## src/rtl/mod_pipe_if.sv

```systemverilog
// Streaming bus for mod_pipe: input sample (dividend, mode) and result (quotient, remainder),
// each side with its own valid/ready pair.
interface mod_pipe_if #(
    parameter int WIDTH = 16
);
    logic             i_valid;
    logic             o_ready;
    logic [WIDTH-1:0] i_dividend;
    logic [1:0]       i_mode;
    logic             o_valid;
    logic             i_ready;
    logic [WIDTH-1:0] o_quotient;
    logic [WIDTH-1:0] o_result;

    modport master (
        output i_valid, i_dividend, i_mode, i_ready,
        input  o_ready, o_valid, o_quotient, o_result
    );

    modport slave (
        input  i_valid, i_dividend, i_mode, i_ready,
        output o_ready, o_valid, o_quotient, o_result
    );
endinterface

```

## src/rtl/mod_pipe.sv

```systemverilog
// Three-stage constant-divisor divide/modulo: reciprocal multiply, quotient estimate and
// remainder, then a single correction. One sample per cycle, whole pipe stalls together.
module mod_pipe #(
    parameter int                 WIDTH   = 16,
    parameter int                 RECIP_W = 34,
    parameter int                 SHIFT   = 37,
    parameter int                 D0      = 12,
    parameter int                 D1      = 24,
    parameter int                 D2      = 30,
    parameter int                 D3      = 14,
    parameter logic [RECIP_W-1:0] R0      = 34'h2AAAAAAAA,
    parameter logic [RECIP_W-1:0] R1      = 34'h155555555,
    parameter logic [RECIP_W-1:0] R2      = 34'h111111111,
    parameter logic [RECIP_W-1:0] R3      = 34'h249249249
) (
    input  logic       i_clk,
    input  logic       i_rst_n,
    mod_pipe_if.slave  bus
);
    localparam int PW = WIDTH + RECIP_W;
    localparam logic [WIDTH-1:0]   DIV [4] = '{WIDTH'(D0), WIDTH'(D1), WIDTH'(D2), WIDTH'(D3)};
    localparam logic [RECIP_W-1:0] RCP [4] = '{R0, R1, R2, R3};

    typedef struct packed {
        logic [WIDTH-1:0] q_est;
        logic [WIDTH:0]   r_est;
        logic [1:0]       mode;
    } s2_t;

    logic [3:1]       r_vld_pipe;
    logic [WIDTH-1:0] r_x1;
    logic [1:0]       r_m1;
    s2_t              r_s2;
    logic [WIDTH-1:0] r_quot;
    logic [WIDTH-1:0] r_rem;

    logic             w_adv;
    logic [PW-1:0]    w_p;
    s2_t              w_s2;
    logic [WIDTH:0]   w_qd;
    logic [WIDTH:0]   w_d3;
    logic [WIDTH-1:0] w_q3;
    logic [WIDTH-1:0] w_r3;

    assign w_adv       = ~r_vld_pipe[3] | bus.i_ready;
    assign bus.o_ready = w_adv;
    assign bus.o_valid = r_vld_pipe[3];
    assign bus.o_quotient = r_quot;
    assign bus.o_result   = r_rem;

    // Estimate is q or q-1, so q_est*D never exceeds x and fits WIDTH+1 bits.
    assign w_p        = PW'(r_x1) * PW'(RCP[r_m1]);
    assign w_s2.q_est = WIDTH'(w_p >> SHIFT);
    assign w_qd       = (WIDTH+1)'(w_s2.q_est) * (WIDTH+1)'(DIV[r_m1]);
    assign w_s2.r_est = {1'b0, r_x1} - w_qd;
    assign w_s2.mode  = r_m1;

    always_comb begin
        w_d3 = {1'b0, DIV[r_s2.mode]};
        w_q3 = r_s2.q_est;
        w_r3 = WIDTH'(r_s2.r_est);
        if (r_s2.r_est >= w_d3) begin
            w_q3 = r_s2.q_est + 1'b1;
            w_r3 = WIDTH'(r_s2.r_est - w_d3);
        end
    end

    always_ff @(posedge i_clk or negedge i_rst_n) begin
        if (!i_rst_n) begin
            r_vld_pipe <= '0;
            r_x1       <= '0;
            r_m1       <= '0;
            r_s2       <= '0;
            r_quot     <= '0;
            r_rem      <= '0;
        end else if (w_adv) begin
            r_vld_pipe <= {r_vld_pipe[2:1], bus.i_valid};
            r_x1       <= bus.i_dividend;
            r_m1       <= bus.i_mode;
            r_s2       <= w_s2;
            // Outputs keep the last result across bubbles.
            if (r_vld_pipe[2]) begin
                r_quot <= w_q3;
                r_rem  <= w_r3;
            end
        end
    end
endmodule

```

## src/flat_wrapper.sv

```systemverilog
// flat-port wrapper written by rule: the top's interface ports become plain ports
module mod_pipe_flat 
#(
    parameter int                 WIDTH   = 16,
    parameter int                 RECIP_W = 34,
    parameter int                 SHIFT   = 37,
    parameter int                 D0      = 12,
    parameter int                 D1      = 24,
    parameter int                 D2      = 30,
    parameter int                 D3      = 14,
    parameter logic [RECIP_W-1:0] R0      = 34'h2AAAAAAAA,
    parameter logic [RECIP_W-1:0] R1      = 34'h155555555,
    parameter logic [RECIP_W-1:0] R2      = 34'h111111111,
    parameter logic [RECIP_W-1:0] R3      = 34'h249249249
)
  (i_clk, i_rst_n, bus_i_valid, bus_i_dividend, bus_i_mode, bus_i_ready, bus_o_ready, bus_o_valid, bus_o_quotient, bus_o_result);
  mod_pipe_if #(.WIDTH(WIDTH)) bus_i ();
  input  logic i_clk;
  input  logic i_rst_n;
  input wire logic [$bits(bus_i.i_valid)-1:0] bus_i_valid;
  input wire logic [$bits(bus_i.i_dividend)-1:0] bus_i_dividend;
  input wire logic [$bits(bus_i.i_mode)-1:0] bus_i_mode;
  input wire logic [$bits(bus_i.i_ready)-1:0] bus_i_ready;
  output wire logic [$bits(bus_i.o_ready)-1:0] bus_o_ready;
  output wire logic [$bits(bus_i.o_valid)-1:0] bus_o_valid;
  output wire logic [$bits(bus_i.o_quotient)-1:0] bus_o_quotient;
  output wire logic [$bits(bus_i.o_result)-1:0] bus_o_result;
  assign bus_i.i_valid = bus_i_valid;
  assign bus_i.i_dividend = bus_i_dividend;
  assign bus_i.i_mode = bus_i_mode;
  assign bus_i.i_ready = bus_i_ready;
  assign bus_o_ready = bus_i.o_ready;
  assign bus_o_valid = bus_i.o_valid;
  assign bus_o_quotient = bus_i.o_quotient;
  assign bus_o_result = bus_i.o_result;
  mod_pipe #(.WIDTH(WIDTH), .RECIP_W(RECIP_W), .SHIFT(SHIFT), .D0(D0), .D1(D1), .D2(D2), .D3(D3), .R0(R0), .R1(R1), .R2(R2), .R3(R3)) u_core (.i_clk(i_clk), .i_rst_n(i_rst_n), .bus(bus_i));
endmodule
```

## config.mk

```make
export PLATFORM = sky130hd
export DESIGN_NAME = mod_pipe_flat
export DESIGN_NICKNAME = d
export VERILOG_FILES = /design/src/rtl/mod_pipe_if.sv /design/src/rtl/mod_pipe.sv /design/src/flat_wrapper.sv
export SDC_FILE = /design/constraint.sdc
export NUM_CORES = 1
export LEC_CHECK = 0
export ABC_CLOCK_PERIOD_IN_PS = 12390
export BUFFER_PORTS_ARGS = -buffer_cell sky130_fd_sc_hd__buf_4
export CAP_MARGIN = 40
export CORE_MARGIN = 5
export CORE_UTILIZATION = 55
export CTS_BUF_LIST = sky130_fd_sc_hd__clkbuf_16
export CTS_CLUSTER_DIAMETER = 80
export DETAILED_ROUTE_END_ITERATION = 16
export GPL_ROUTABILITY_DRIVEN = 0
export GPL_TIMING_DRIVEN = 1
export PLACE_DENSITY = 0.72
export REMOVE_ABC_BUFFERS = 1
export SLEW_MARGIN = 10
export SYNTH_ARGS = -nofsm -noshare
export SYNTH_HDL_FRONTEND = slang
export SYNTH_SLANG_ARGS = --single-unit
export TNS_END_PERCENT = 20
```

## constraint.sdc

```tcl
create_clock -name i_clk -period 12.39 [get_ports i_clk]
set_clock_uncertainty 0.2 [all_clocks]
set_input_delay 0.6195 -clock i_clk [delete_from_list [all_inputs] [get_ports i_clk]]
set_output_delay 0.6195 -clock i_clk [all_outputs]
set_load 0.01 [all_outputs]
```

Yosys cells after proc, flatten, opt, wreduce, memory -nomap -nowiden
Cells that the tools add are included.
{"block": "totals", "ff_bits": 85, "input_bits": 22, "output_inout_bits": 34}
{"block": "classes", "n_addsub": 3, "multipliers": 2, "n_lt_le_gt_ge": 3, "muxes": 11, "bitwise": 4, "reduce_logical": 1}
{"operator": "two-way mux 16 bit", "count": 5}
{"operator": "binary-select mux 34 bit (select 2 bit)", "count": 1}
{"operator": "two-way mux 34 bit", "count": 2}
{"operator": "binary-select mux 16 bit (select 2 bit)", "count": 2}
{"operator": "multiplier 16 x 34 -> 50 bit", "count": 1}
{"operator": "greater-or-equal comparator 17 x 16 -> 1 bit", "count": 1}
{"operator": "multiplier 13 x 16 -> 17 bit", "count": 1}
{"operator": "subtractor 16 x 17 -> 17 bit", "count": 1}
{"operator": "subtractor 16 bit", "count": 1}
{"operator": "adder 13 x 1 -> 14 bit (second input constant)", "count": 1}
{"operator": "two-way mux 14 bit", "count": 1}
{"operator": "greater-or-equal comparator 3 bit (second input constant)", "count": 2}
{"operator": "inverter 2 -> 3 bit", "count": 2}
{"operator": "AND reduction 2 bit", "count": 1}
{"operator": "inverter 1 bit", "count": 1}
{"operator": "bitwise OR 1 bit", "count": 1}

Depth between registers and ports, before layout
Gate-level depths: netlist of the first run.
{"block": "depth", "word_depth": 7, "ltp_mapped": 48, "mapped_depth_nobuf": 47}

Worst setup path after synthesis of the first run
OpenSTA, ideal clock, no wires.
{"block": "synth_timing", "path_type": "reg2reg", "startpoint": "register u_core.r_m1[1]", "endpoint": "register u_core.r_s2[18] (netlist name)", "arrival_ps": 11172, "required_time_ps": 12103, "slack_ps": 932, "stages_incl_launch_ff": 44, "path_buffers": 2, "period_less_slack_ps": 11458, "cell_sequence": "dfrtp_1 -> clkinv_1 -> ha_1 -> clkbuf_1 -> clkbuf_1 -> nor2_1 -> fa_1 -> inv_1 -> fa_1 -> fa_1 -> inv_1 -> fa_1 -> inv_1 -> fa_1 -> fa_1 -> inv_1 -> ha_1 -> a21o_1 -> (+8 left out) -> fa_1 -> ha_1 -> ha_1 -> fa_1 -> inv_1 -> fa_1 -> inv_1 -> fa_1 -> inv_1 -> ha_1 -> nand3_1 -> nand2_1 -> a41oi_2 -> a21oi_2 -> a21o_1 -> a2111o_1 -> a211o_1 -> o211ai_1"}
{"block": "synth_between", "elab_chain_cells": 7, "elab_cells_between_ends": 10, "classes_between": "1 x add/sub; 2 x mul; 6 x mux; 1 x bitwise"}
{"element": "start: declaration", "line_no": "mod_pipe.sv:32", "text": "logic [1:0] r_m1;"}
{"element": "start signal: assignment", "line_no": "mod_pipe.sv:79", "text": "r_m1 <= bus.i_mode;"}
{"element": "inverter 2 -> 3 bit (implied by the code)", "line_no": "mod_pipe.sv:52", "text": "assign w_p = PW'(r_x1) * PW'(RCP[r_m1]);"}
{"element": "binary-select mux 34 bit (select 2 bit)", "line_no": "mod_pipe.sv:52"}
{"element": "two-way mux 34 bit (implied by the code) (2 in series)", "line_no": "mod_pipe.sv:52"}
{"element": "multiplier 16 x 34 -> 50 bit", "line_no": "mod_pipe.sv:52"}
{"element": "named net u_core.w_p[43]", "line_no": "mod_pipe.sv:38", "text": "logic [PW-1:0] w_p;"}
{"element": "multiplier 13 x 16 -> 17 bit", "line_no": "mod_pipe.sv:54", "text": "assign w_qd = (WIDTH+1)'(w_s2.q_est) * (WIDTH+1)'(DIV[r_m1]);"}
{"element": "subtractor 16 x 17 -> 17 bit", "line_no": "mod_pipe.sv:55", "text": "assign w_s2.r_est = {1'b0, r_x1} - w_qd;"}
{"element": "end signal: assignment", "line_no": "mod_pipe.sv:80", "text": "r_s2 <= w_s2;"}
{"element": "end: declaration", "line_no": "mod_pipe.sv:33", "text": "s2_t r_s2;"}
The timed path passes the listed nets, and every way through them passes these cells. The select of a mux whose other input is x is not followed.
A chain may end at the register's enable or synchronous reset.

Final worst setup path of the first run
{"block": "layout_timing", "startpoint": "register u_core.r_m1[0]", "endpoint": "register u_core.r_s2[18] (netlist name)"}
Same word-level chain as after synthesis.

==> metrics.log, run 1 <==
[metrics] clock latency on the worst-skew pair: 0.34 ns
[metrics] Critical path buffers and inverters: 9
[metrics] Multi-input gate area: 0.0119 mm2
[metrics] Synth area leader: fa_1
[metrics] clock tree root buffer cell: clkbuf_16
[metrics] arrival time at the worst endpoint: 11.94 ns
[metrics] global-route wire length before repair: 66000 um
[metrics] horizontal die dimension: 180 um
[metrics] post-layout min period: 11.88 ns
[metrics] remaining max-slew budget at the tightest pin: 54.0%
[metrics] vias in the first global route: 12700
[metrics] area fraction in compound gates after synthesis: 8.47%
[metrics] post-route setup TNS: 0 ns
[metrics] initial cell density of the core: 55.4%
[metrics] max-cap violations: 0
[metrics] average detailed-routed wire length per instance: 18.3 um
[metrics] warnings from Yosys: 0
[metrics] number of antenna repair diodes: 0
[metrics] startpoint of the most critical register-to-register path: u_core.r_m1[0]$_DFFE_PN0N_
[metrics] EDFF count, synth: 0
[metrics] Total Routed Length: 40300 um
[metrics] most common cell in the netlist: inv_1
[metrics] share of async-settable or async-resettable flops after synthesis: 100%
[metrics] number of clock sinks: 83
[metrics] combinational family with the most area after synthesis: adder cells
[metrics] depth of the CTS H-tree: 3
[metrics] HPWL Detailed: 35400 um
[metrics] number of cells on the critical path: 42
[metrics] number of top-level pins: 56
[metrics] crit-path max cell delay: 0.59 ns
[metrics] Overflow after GRT: 0
[metrics] Achievable Freq: 84.2 MHz
[metrics] per-instance average area after synthesis: 9.05 um2
[metrics] library cell appearing most often on the critical path: fa_1
[metrics] area grow syn2layout: 8.68%
[metrics] most common flop cell mapped by yosys: dfrtp_1
[metrics] Hold Startpoint: u_core.r_vld_pipe[1]$_DFFE_PN0N_
[metrics] run status: finished clean
[metrics] fin cells: 2200
[metrics] CP Capture Type: flop
[metrics] period utilisation layout: 95.9%
[metrics] Slew @ Worst Pin: 0.684 ns
[metrics] Worst Setup Start Kind: flop
[metrics] Tightest Hold Check Type: reg2reg
[metrics] Cells on Worst Hold Path: 2
[metrics] cell with the largest stage delay on the worst path: fa_1
[metrics] share of the yosys chip area belonging to registers: 13.1%
[metrics] most frequent cells after synthesis: inv_1 (477), fa_1 (278), ha_1 (201), nand2_1 (175), nor2_1 (85)
[metrics] crit path max fanout: 9
[metrics] GRT Total Usage: 25.6%
[metrics] crit path launch: u_core.r_m1[0]$_DFFE_PN0N_
[metrics] start-to-end type of the worst setup path: reg2reg
[metrics] antenna violations before repair: 0
[metrics] r2r worst-path depth: 42
[metrics] final routed DRC violation total: 0
[metrics] Syn Inst Count: 1753
[metrics] proportion of synthesized area in mux cells: 0.473%
[metrics] crit-path leading delay family: adder cells
[metrics] routed vias: 11800
[metrics] maximum clock insertion buffer count: 2
[metrics] final hold violation count: 0
[metrics] maximum number of pins on one net before global-route repair: 68
[metrics] share of Yosys cell area claimed by the top area cell type: 35.1%
[metrics] Std-Cell Core Area: 0.0286 mm2
[metrics] area taken by flip-flops and latches: 0.00208 mm2
[metrics] Antenna Nets Post-Route: 0
[metrics] clock buffers created by TritonCTS: 9
[metrics] synthesized-area fraction occupied by xor and xnor cells: 3.47%
[metrics] fill cell instance count of the final layout: 2431
[metrics] Post-Synth Simple-Gate Area: 11.2%
[metrics] count of routing violations after the opening detailed-route iteration: 909
[metrics] share of layout cells above drive strength 1: 6.83%
[metrics] first-pass detailed-route iteration total: 5
[metrics] Total Die Area: 0.0323 mm2
[metrics] Site Rows: 62
[metrics] die height: 180 um
[metrics] post-synth design cell area: 0.0159 mm2
[metrics] number of nets in the finished design: 2312
[metrics] DP Cell Count: 2181
[metrics] routed via count divided by cell count: 5.38
[metrics] clock edge transition at the registers on the reported setup and hold paths: 0.07 ns
[metrics] area share of fa/ha/maj cells after synthesis: 51.1%
[metrics] number of flip-flops and latches in the synthesized netlist: 83
[metrics] # port buffers: 53
[metrics] distinct cell type count of the synthesized netlist: 71
[metrics] Worst EP required: 12.45 ns
[metrics] TritonCTS clock tree: yes
[metrics] total setup violations reported at the end of the flow: 0
[metrics] fin. max-slew vios: 0
[metrics] top cells by area in the synthesized netlist: fa_1 (35%), ha_1 (16%), dfrtp_1 (13%)
-- stage by stage --
step	utilization, %	setup slack [ns]	cell area [um2]	hold slack [ns]
floorplan	-	0.337	15700	0.124
global placement	58.6	0.337	16800	0.254
detailed placement	58.7	0.222	16800	0.272
CTS	59.9	0.157	17100	0.273
global route	60.2	-0.0200	17200	0.287
finish	60.2	0.509	17200	0.276
-- routing by layer --
metal	global-route usage, %	part of all wire [%]	vias up
li1	-	-	5506
met1	33.3	41	5727
met4	9.30	4.4	0
met2	42.8	47	472
met3	5.21	7.4	133
met5	0	0	-
-- what timing repair did --
item / in CTS / in global routing
gates resized for setup: 0 / 18
endpoints found under the setup margin: 0 / 4
buffers inserted: 0 / 2
endpoints found under the hold margin: 14 / 0
hold buffers: 1 / 0
-- worst register-to-register path: cells and delay by family (launching register included) --
| kind | cells | cell delay [ns] |
|---|---|---|
| AO/OA/AOI/OAI | 13 | 2.64 |
| flip-flops | 1 | 0.35 |
| adder cells (fa/ha/maj) | 15 | 6.91 |
| buffers and inverters | 9 | 0.71 |
| AND/OR/NAND/NOR | 5 | 1.01 |
-- sequential cells by signal, indices dropped and copies added (netlist names) --
name,cells
u_core.r_s2,32
u_core.r_x1,16
u_core.bus.o_quotient,14
u_core.bus.o_result,16
u_core.r_vld_pipe,3
u_core.r_m1,2
-- cell usage in the layout, fill, tap and decap left out, drive strengths merged, types with 4 or more instances in the layout --
| master | instances |
|---|---|
| mux2 | 4 |
| clkbuf | 9 |
| a21o | 14 |
| ha | 201 |
| nor4 | 4 |
| dfrtp | 83 |
| a211oi | 11 |
| a31oi | 9 |
| xnor2 | 31 |
| o211ai | 8 |
| buf | 78 |
| nor2b | 9 |
| a21oi | 48 |
| nor2 | 85 |
| and2 | 27 |
| o21bai | 8 |
| o31ai | 6 |
| clkinv | 4 |
| or3 | 6 |
| o21ai | 77 |
| inv | 481 |
| and3 | 10 |
| nand2 | 175 |
| fa | 278 |
| nand3b | 4 |
| nor3 | 26 |
| nand4 | 8 |
| o21a | 5 |
| nand3 | 17 |
| xor2 | 31 |
| nand2b | 8 |
-- final cells by class --
cell class | count | area share, %
multi-input combinational | 1156 | 69.2
sequential | 83 | 12.0
inverter | 482 | 10.5
timing repair buffer | 79 | 3.61
tap | 384 | 2.79
clock buffer | 9 | 1.31
clock inverter | 7 | 0.573
-- kinds of logic (layout without fill, tap and decap cells) --
kind of cell             after synthesis  after routing
AO/OA/AOI/OAI                        214            214
XOR/XNOR                              62             62
adder cells (fa/ha/maj)              481            481
buffers and inverters                515            577
flip-flops                            83             83
multiplexers                           7              7
other                                  1              2
AND/OR/NAND/NOR                      390            390
-- worst paths after layout --
path	end	slack (ns)
max in group asynchronous	u_core.r_s2[25]$_DFFE_PN0N_	10.66
min in group asynchronous	u_core.r_x1[5]$_DFFE_PN0N_	0.47
min reg2reg	u_core.r_vld_pipe[2]$_DFFE_PN0N_	0.28
min	u_core.r_vld_pipe[2]$_DFFE_PN0N_	0.28
max reg2reg	u_core.r_s2[18]$_DFFE_PN0N_	0.51
max	u_core.r_s2[18]$_DFFE_PN0N_	0.51
Power of run 1 is left out: the tool's default activity adds up to more than one toggle a clock period on the data nets, which glitch-free logic cannot reach.
==> run 2, diff against run 1 <==
--- a/config.mk
+++ b/config.mk
@@ -5,17 +5,17 @@
 export SDC_FILE = /design/constraint.sdc
 export NUM_CORES = 1
 export LEC_CHECK = 0
-export ABC_CLOCK_PERIOD_IN_PS = 12390
+export ABC_CLOCK_PERIOD_IN_PS = 11900
 export BUFFER_PORTS_ARGS = -buffer_cell sky130_fd_sc_hd__buf_4
 export CAP_MARGIN = 40
 export CORE_MARGIN = 5
-export CORE_UTILIZATION = 55
+export CORE_UTILIZATION = 60
 export CTS_BUF_LIST = sky130_fd_sc_hd__clkbuf_16
 export CTS_CLUSTER_DIAMETER = 80
 export DETAILED_ROUTE_END_ITERATION = 16
 export GPL_ROUTABILITY_DRIVEN = 0
 export GPL_TIMING_DRIVEN = 1
-export PLACE_DENSITY = 0.72
+export PLACE_DENSITY = 0.78
 export REMOVE_ABC_BUFFERS = 1
 export SLEW_MARGIN = 10
 export SYNTH_ARGS = -nofsm -noshare
==> constraint.sdc (replaced) <==
create_clock -name i_clk -period 11.9 [get_ports i_clk]
set_clock_uncertainty 0.2 [all_clocks]
set_input_delay 0.595 -clock i_clk [delete_from_list [all_inputs] [get_ports i_clk]]
set_output_delay 0.595 -clock i_clk [all_outputs]
set_load 0.01 [all_outputs]
==> run 2 against run 1 <==
- worst setup slack got worse by 0.24 ns
- cell count shrank 0.91%
- worst hold slack got worse by 0.027 ns
- die area down 7.9%
- sequential share of layout area fell by 0.32 points
- via count increased by 2.9%
- flip-flop and latch count is the same
- critical path depth grew 3
- register-to-register slack got worse by 0.24 ns
==> metrics.log, run 2 (synthesis gave the netlist of run 1 again) <==
[metrics] count of routing violations after the opening detailed-route iteration: 1004 (was 909)
[metrics] arrival time at the worst endpoint: 11.69 ns (was 11.94 ns)
[metrics] area grow syn2layout: 11.7% (was 8.68%)
[metrics] total setup violations reported at the end of the flow: 0 (unchanged)
[metrics] number of antenna repair diodes: 0 (unchanged)
[metrics] routed via count divided by cell count: 5.59 (was 5.38)
[metrics] share of layout cells above drive strength 1: 11.3% (was 6.83%)
[metrics] Antenna Nets Post-Route: 0 (unchanged)
[metrics] vias in the first global route: 13000 (was 12700)
[metrics] post-layout min period: 11.63 ns (was 11.88 ns)
[metrics] end-of-flow core utilization: 68.0% (was 60.2%)
[metrics] number of top-level pins: 56 (unchanged)
[metrics] # port buffers: 53 (unchanged)
[metrics] antenna violations before repair: 0 (unchanged)
[metrics] Std-Cell Core Area: 0.0261 mm2 (was 0.0286 mm2)
[metrics] die height: 173 um (was 180 um)
[metrics] run status: finished clean (unchanged)
[metrics] depth of the CTS H-tree: 3 (unchanged)
[metrics] crit-path max cell delay: 0.58 ns (was 0.59 ns)
[metrics] fin. max-slew vios: 0 (unchanged)
[metrics] average detailed-routed wire length per instance: 18.7 um (was 18.3 um)
[metrics] number of nets in the finished design: 2341 (was 2312)
[metrics] Tightest Hold Check Type: in2reg (was reg2reg)
[metrics] Worst EP required: 11.96 ns (was 12.45 ns)
[metrics] instance area at placement: 0.0168 mm2 (about the same)
[metrics] TritonCTS clock tree: yes (unchanged)
[metrics] commonest cells after routing, fill and taps aside: inv_1 (472), fa_1 (267), ha_1 (193), nand2_1 (168), buf_4 (100) (was inv_1 (476), fa_1 (277), ha_1 (199), nand2_1 (174))
[metrics] Achievable Freq: 86.0 MHz (was 84.2 MHz)
[metrics] maximum number of pins on one net before global-route repair: 68 (unchanged)
[metrics] start-to-end type of the worst setup path: reg2reg (unchanged)
[metrics] Total Routed Length: 40700 um (was 40300 um)
[metrics] clock latency on the worst-skew pair: 0.35 ns (was 0.34 ns)
[metrics] crit path max fanout: 7 (was 9)
[metrics] CP Capture Type: flop (unchanged)
[metrics] horizontal die dimension: 173 um (was 180 um)
[metrics] Reg with most FFs: u_core.r_s2 (unchanged)
[metrics] Site Rows: 59 (was 62)
[metrics] clock buffers created by TritonCTS: 9 (unchanged)
[metrics] post-route setup TNS: 0 ns (unchanged)
[metrics] fill cell instance count of the final layout: 2012 (was 2431)
[metrics] Worst Setup Start Kind: flop (unchanged)
[metrics] Overflow after GRT: 0 (unchanged)
[metrics] global-route wire length before repair: 65300 um (was 66000 um)
[metrics] first-pass detailed-route iteration total: 5 (unchanged)
[metrics] routed vias: 12200 (was 11800)
[metrics] Total Die Area: 0.0298 mm2 (was 0.0323 mm2)
[metrics] number of flip-flops in the largest register: 32 (unchanged)
[metrics] final hold violation count: 0 (unchanged)
[metrics] cell with the largest stage delay on the worst path: fa_2 (was fa_1)
[metrics] most frequent standard cell in the layout excluding fill and tap cells: inv_1 (unchanged)
[metrics] number of clock sinks: 83 (unchanged)
[metrics] remaining max-slew budget at the tightest pin: 50.4% (was 54.0%)
[metrics] Slew @ Worst Pin: 0.738 ns (was 0.684 ns)
[metrics] period utilisation layout: 97.7% (was 95.9%)
[metrics] clock edge transition at the registers on the reported setup and hold paths: 0.07 ns (about the same)
[metrics] final instance area: 0.0177 mm2 (was 0.0172 mm2)
[metrics] initial cell density of the core: 60.9% (was 55.4%)
[metrics] maximum clock insertion buffer count: 2 (unchanged)
[metrics] max-cap violations: 0 (unchanged)
[metrics] final routed DRC violation total: 0 (unchanged)
[metrics] clock tree root buffer cell: clkbuf_16 (unchanged)
[metrics] GRT Total Usage: 27.5% (was 25.6%)
[metrics] HPWL Detailed: 35200 um (was 35400 um)
## run 2: changes by cell type in the layout (fill, tap and decap cells not counted), sizes merged
cell      before  now
buf           78  106
clkbuf         9   10
clkinv         4    2
clkinvlp       2    3
inv          481  482
## run 2: worst max-delay path: cells and delay by family, from the launching register on
family	cells	cell delay, ns
DFF	1	0.40
and+or+nand+nor	5	0.60
buffers and inverters	12	1.12
adders and majority gates	15	6.56
AOI/OAI and AO/OA	13	2.66
## run 2: layout make-up
cell class                      instances  area [um2]  area share (%)
Inverter                              482        1810            10.2
Timing Repair Buffer                  108         886            5.00
Multi-Input combinational cell       1156       12200            68.9
Sequential cell                        83        2080            11.7
Clock inverter                          7        91.3           0.516
Clock buffer                            9         225            1.27
Tap cell                              335         419            2.37
## run 2: metrics by stage
step	hold slack, ns	setup WS [ns]	instances
floorplan	0.0994	-0.153	1721
global placement	0.252	0.0738	2144
detailed placement	0.255	-0.214	2145
CTS	0.246	0.0193	2162
global route	0.256	-0.134	2180
finish	0.250	0.268	2180
## run 2: layer usage
layer	part of all wire (%)	global-route usage [%]	up-vias
met4	5.6	12.7	0
met5	0	0	-
li1	-	-	5558
met2	49	45.7	545
met3	7.5	6.38	144
met1	38	34.2	5935
## run 2: what timing repair did
action / in CTS / in global routing
hold endpoints to repair: 20 / 0
pin swaps: 0 / 37
setup endpoints to repair: 2 / 7
gates resized for setup: 7 / 89
hold buffers: 1 / 0
gates cloned: 0 / 1
buffers inserted: 0 / 17
## run 2: worst paths after layout
check / startpoint / endpoint / slack [ns] / depth (start not counted)
max: u_core.r_m1[0]$_DFFE_PN0N_ / u_core.r_s2[18]$_DFFE_PN0N_ / 0.27 / 45
min reg2reg: u_core.r_vld_pipe[1]$_DFFE_PN0N_ / u_core.r_vld_pipe[1]$_DFFE_PN0N_ / 0.26 / 2
min in group asynchronous: i_rst_n / u_core.bus.o_result[2]$_DFFE_PN0P_ / 0.49 / 2
min: bus_i_dividend[1] / u_core.r_x1[1]$_DFFE_PN0N_ / 0.25 / 3
max reg2reg: u_core.r_m1[0]$_DFFE_PN0N_ / u_core.r_s2[18]$_DFFE_PN0N_ / 0.27 / 45
max in group asynchronous: i_rst_n / u_core.r_s2[24]$_DFFE_PN0N_ / 10.41 / 3
Power of run 2 is left out for the same reason.
==> run 3, diff against run 2 <==
--- a/config.mk
+++ b/config.mk
@@ -5,10 +5,9 @@
 export SDC_FILE = /design/constraint.sdc
 export NUM_CORES = 1
 export LEC_CHECK = 0
-export ABC_CLOCK_PERIOD_IN_PS = 11900
 export BUFFER_PORTS_ARGS = -buffer_cell sky130_fd_sc_hd__buf_4
 export CAP_MARGIN = 40
-export CORE_MARGIN = 5
+export CORE_MARGIN = 2
 export CORE_UTILIZATION = 60
 export CTS_BUF_LIST = sky130_fd_sc_hd__clkbuf_16
 export CTS_CLUSTER_DIAMETER = 80
==> run 3 against run 2 <==
- worst hold slack lost 0.0039 ns
- sequential share of layout area down 0.058 points
- highest routed layer unchanged
- routed wire length increased by 2.6%
- via count up 1.4%
- maximum frequency decreased by 0.20%
- first-iteration DRC count is 18% lower
- critical endpoint unchanged
- design area grew 0.50%
- flip-flop and latch count is the same
- cell count grew 0.41%
- register-to-register slack worse by 0.02 ns
- non-clock buffer count is 9 higher
- utilization rose by 0.53 points
- largest cell class unchanged
==> metrics.log, run 3 (synthesis gave the netlist of run 1 again) <==
[metrics] share of layout cells above drive strength 1: 12.2% (was 11.3%)
[metrics] gr busiest metal: met2 (unchanged)
[metrics] crit-path max cell delay: 0.60 ns (was 0.58 ns)
[metrics] depth of the CTS H-tree: 3 (unchanged)
[metrics] number of nets in the finished design: 2350 (was 2341)
[metrics] area grow syn2layout: 12.2% (was 11.7%)
[metrics] number of top-level pins: 56 (unchanged)
[metrics] crit path max fanout: 6 (was 7)
[metrics] number of flip-flops in the largest register: 32 (unchanged)
[metrics] crit path setup slack, layout: 0.244 ns (was 0.268 ns)
[metrics] maximum clock insertion buffer count: 2 (unchanged)
[metrics] period utilisation layout: 97.9% (was 97.7%)
[metrics] Tightest Hold Check Type: in2reg (unchanged)
[metrics] number of clock sinks: 83 (unchanged)
[metrics] final hold violation count: 0 (unchanged)
[metrics] Worst Setup Start Kind: flop (unchanged)
[metrics] clock tree root buffer cell: clkbuf_16 (unchanged)
[metrics] endpoint with the worst hold slack: u_core.r_x1[0]$_DFFE_PN0N_ (was u_core.r_x1[1]$_DFFE_PN0N_)
[metrics] clock latency on the worst-skew pair: 0.34 ns (was 0.35 ns)
[metrics] grt met1 use: 38.4% (was 34.2%)
[metrics] Total Die Area: 0.0278 mm2 (was 0.0298 mm2)
[metrics] initial cell density of the core: 61.0% (was 60.9%)
[metrics] count of routing violations after the opening detailed-route iteration: 820 (was 1004)
[metrics] # port buffers: 53 (unchanged)
[metrics] Total Routed Length: 41800 um (was 40700 um)
[metrics] Global Route met2 Usage: 51.3% (was 45.7%)
[metrics] post-placement setup slack: -0.0798 ns (was -0.214 ns)
[metrics] Reg with most FFs: u_core.r_s2 (unchanged)
[metrics] commonest cells after routing, fill and taps aside: inv_1 (471), fa_1 (265), ha_1 (191), nand2_1 (166), buf_4 (111) (was inv_1 (472), fa_1 (267), ha_1 (193), nand2_1 (168), buf_4 (100))
[metrics] Antenna Nets Post-Route: 0 (unchanged)
[metrics] post-route setup TNS: 0 ns (unchanged)
[metrics] most frequent standard cell in the layout excluding fill and tap cells: inv_1 (unchanged)
[metrics] final routed DRC violation total: 0 (unchanged)
[metrics] Overflow after GRT: 0 (unchanged)
[metrics] HPWL Detailed: 35200 um (about the same)
[metrics] cell with the largest stage delay on the worst path: fa_1 (was fa_2)
[metrics] r2r worst-path depth: 45 (unchanged)
[metrics] library cell appearing most often on the critical path: fa_1
[metrics] first-pass detailed-route iteration total: 5 (unchanged)
[metrics] die height: 167 um (was 173 um)
[metrics] number of antenna repair diodes: 0 (unchanged)
[metrics] start-to-end type of the worst setup path: reg2reg (unchanged)
[metrics] run status: finished clean (unchanged)
[metrics] arrival time at the worst endpoint: 11.72 ns (was 11.69 ns)
[metrics] average detailed-routed wire length per instance: 19.1 um (was 18.7 um)
[metrics] startpoint of the most critical register-to-register path: u_core.r_m1[0]$_DFFE_PN0N_ (unchanged)
[metrics] post-layout min period: 11.66 ns (was 11.63 ns)
[metrics] clock edge transition at the registers on the reported setup and hold paths: 0.07 ns (about the same)
[metrics] end of the worst register-to-register path: u_core.r_s2[18]$_DFFE_PN0N_ (unchanged)
[metrics] GRT Total Usage: 30.7% (was 27.5%)
[metrics] CP Capture Type: flop (unchanged)
[metrics] Achievable Freq: 85.8 MHz (was 86.0 MHz)
[metrics] vias in the first global route: 13100 (was 13000)
[metrics] maximum number of pins on one net before global-route repair: 56 (was 68)
[metrics] fin. max-slew vios: 0 (unchanged)
[metrics] Std-Cell Core Area: 0.0260 mm2 (was 0.0261 mm2)
[metrics] routed via count divided by cell count: 5.65 (was 5.59)
[metrics] antenna violations before repair: 0 (unchanged)
[metrics] met3 Resource Use GR: 5.63% (was 6.38%)
[metrics] Worst EP required: 11.96 ns (about the same)
[metrics] TritonCTS clock tree: yes (unchanged)
[metrics] fill cell instance count of the final layout: 1999 (was 2012)
[metrics] Site Rows: 59 (unchanged)
[metrics] Slew @ Worst Pin: 0.714 ns (was 0.738 ns)
[metrics] setup slack, reg-to-reg: 0.24 ns (was 0.27 ns)
[metrics] Hold Startpoint: bus_i_dividend[0] (was bus_i_dividend[1])
[metrics] total setup violations reported at the end of the flow: 0 (unchanged)
[metrics] remaining max-slew budget at the tightest pin: 52.0% (was 50.4%)
[metrics] routed vias: 12400 (was 12200)
[metrics] clock buffers created by TritonCTS: 9 (unchanged)
[metrics] Cells on Worst Hold Path: 3 (unchanged)
[metrics] max-cap violations: 0 (unchanged)
[metrics] global-route wire length before repair: 66600 um (was 65300 um)
[metrics] horizontal die dimension: 167 um (was 173 um)
==> run 3: cell count changes in the layout (fill, tap and decap cells not counted), sizes merged <==
cell / before / now
inv: 482 / 484
clkbuf: 10 / 11
buf: 106 / 114
clkinv: 2 / 0
==> run 3: critical path: cells and delay by family, from the launching register on <==
family / cells / cell delay [ns]
and+or+nand+nor: 5 / 0.74
DFF: 1 / 0.40
AOI/OAI and AO/OA: 10 / 2.28
buffers and inverters: 14 / 1.36
xor gates and xnor gates: 1 / 0.22
adders and majority gates: 15 / 6.36
==> run 3: worst max path at each step <==
stage,from,to,cells after the start
detailed placement,u_core.r_m1[1]$_DFFE_PN0N_,u_core.r_s2[18]$_DFFE_PN0N_,44
CTS,u_core.r_m1[0]$_DFFE_PN0N_,u_core.r_s2[18]$_DFFE_PN0N_,44
global placement,u_core.r_m1[1]$_DFFE_PN0N_,u_core.r_s2[18]$_DFFE_PN0N_,43
finish,u_core.r_m1[0]$_DFFE_PN0N_,u_core.r_s2[18]$_DFFE_PN0N_,45
floorplan,u_core.r_m1[0]$_DFFE_PN0N_,u_core.r_s2[18]$_DFFE_PN0N_,42
global route,u_core.r_m1[0]$_DFFE_PN0N_,u_core.r_s2[18]$_DFFE_PN0N_,43
==> run 3: timing repair <==
item | 4_1_cts | 5_1_grt
buffers inserted | 0 | 22
endpoints found under the setup margin | 1 | 7
hold buffers | 1 | 0
gates resized for setup | 9 | 91
hold endpoints to repair | 12 | 0
cloned | 0 | 1
pin swaps | 0 | 42
==> run 3: area by class of cell <==
| class | count | area [um2] | share of cell area (%) |
|---|---|---|---|
| well taps | 335 | 419 | 2.35 |
| clock buffers | 9 | 225 | 1.27 |
| inverters | 482 | 1820 | 10.2 |
| flip-flops and latches | 83 | 2080 | 11.7 |
| clock inverters | 7 | 100 | 0.562 |
| multi-input cells | 1156 | 12200 | 68.7 |
| repair buffers | 117 | 935 | 5.25 |
==> run 3: through the flow <==
step / utilization (%) / area (um2) / cells / hold WS (ns)
floorplan: - / 15700 / 1721 / 0.0994
global placement: 64.8 / 16800 / 2148 / 0.241
detailed placement: 64.9 / 16900 / 2149 / 0.246
CTS: 66.3 / 17200 / 2166 / 0.249
global route: 68.5 / 17800 / 2189 / 0.251
finish: 68.5 / 17800 / 2189 / 0.246
==> run 3: routing by layer <==
metal  vias up  share of wire, %  wire (um)
met3       170               8.1       3370
met2       570                48      19900
li1       5575                 -          -
met4         0               6.4       2670
met5         -                 0          0
met1      6042                38      15800
Power of run 3 is left out for the same reason.
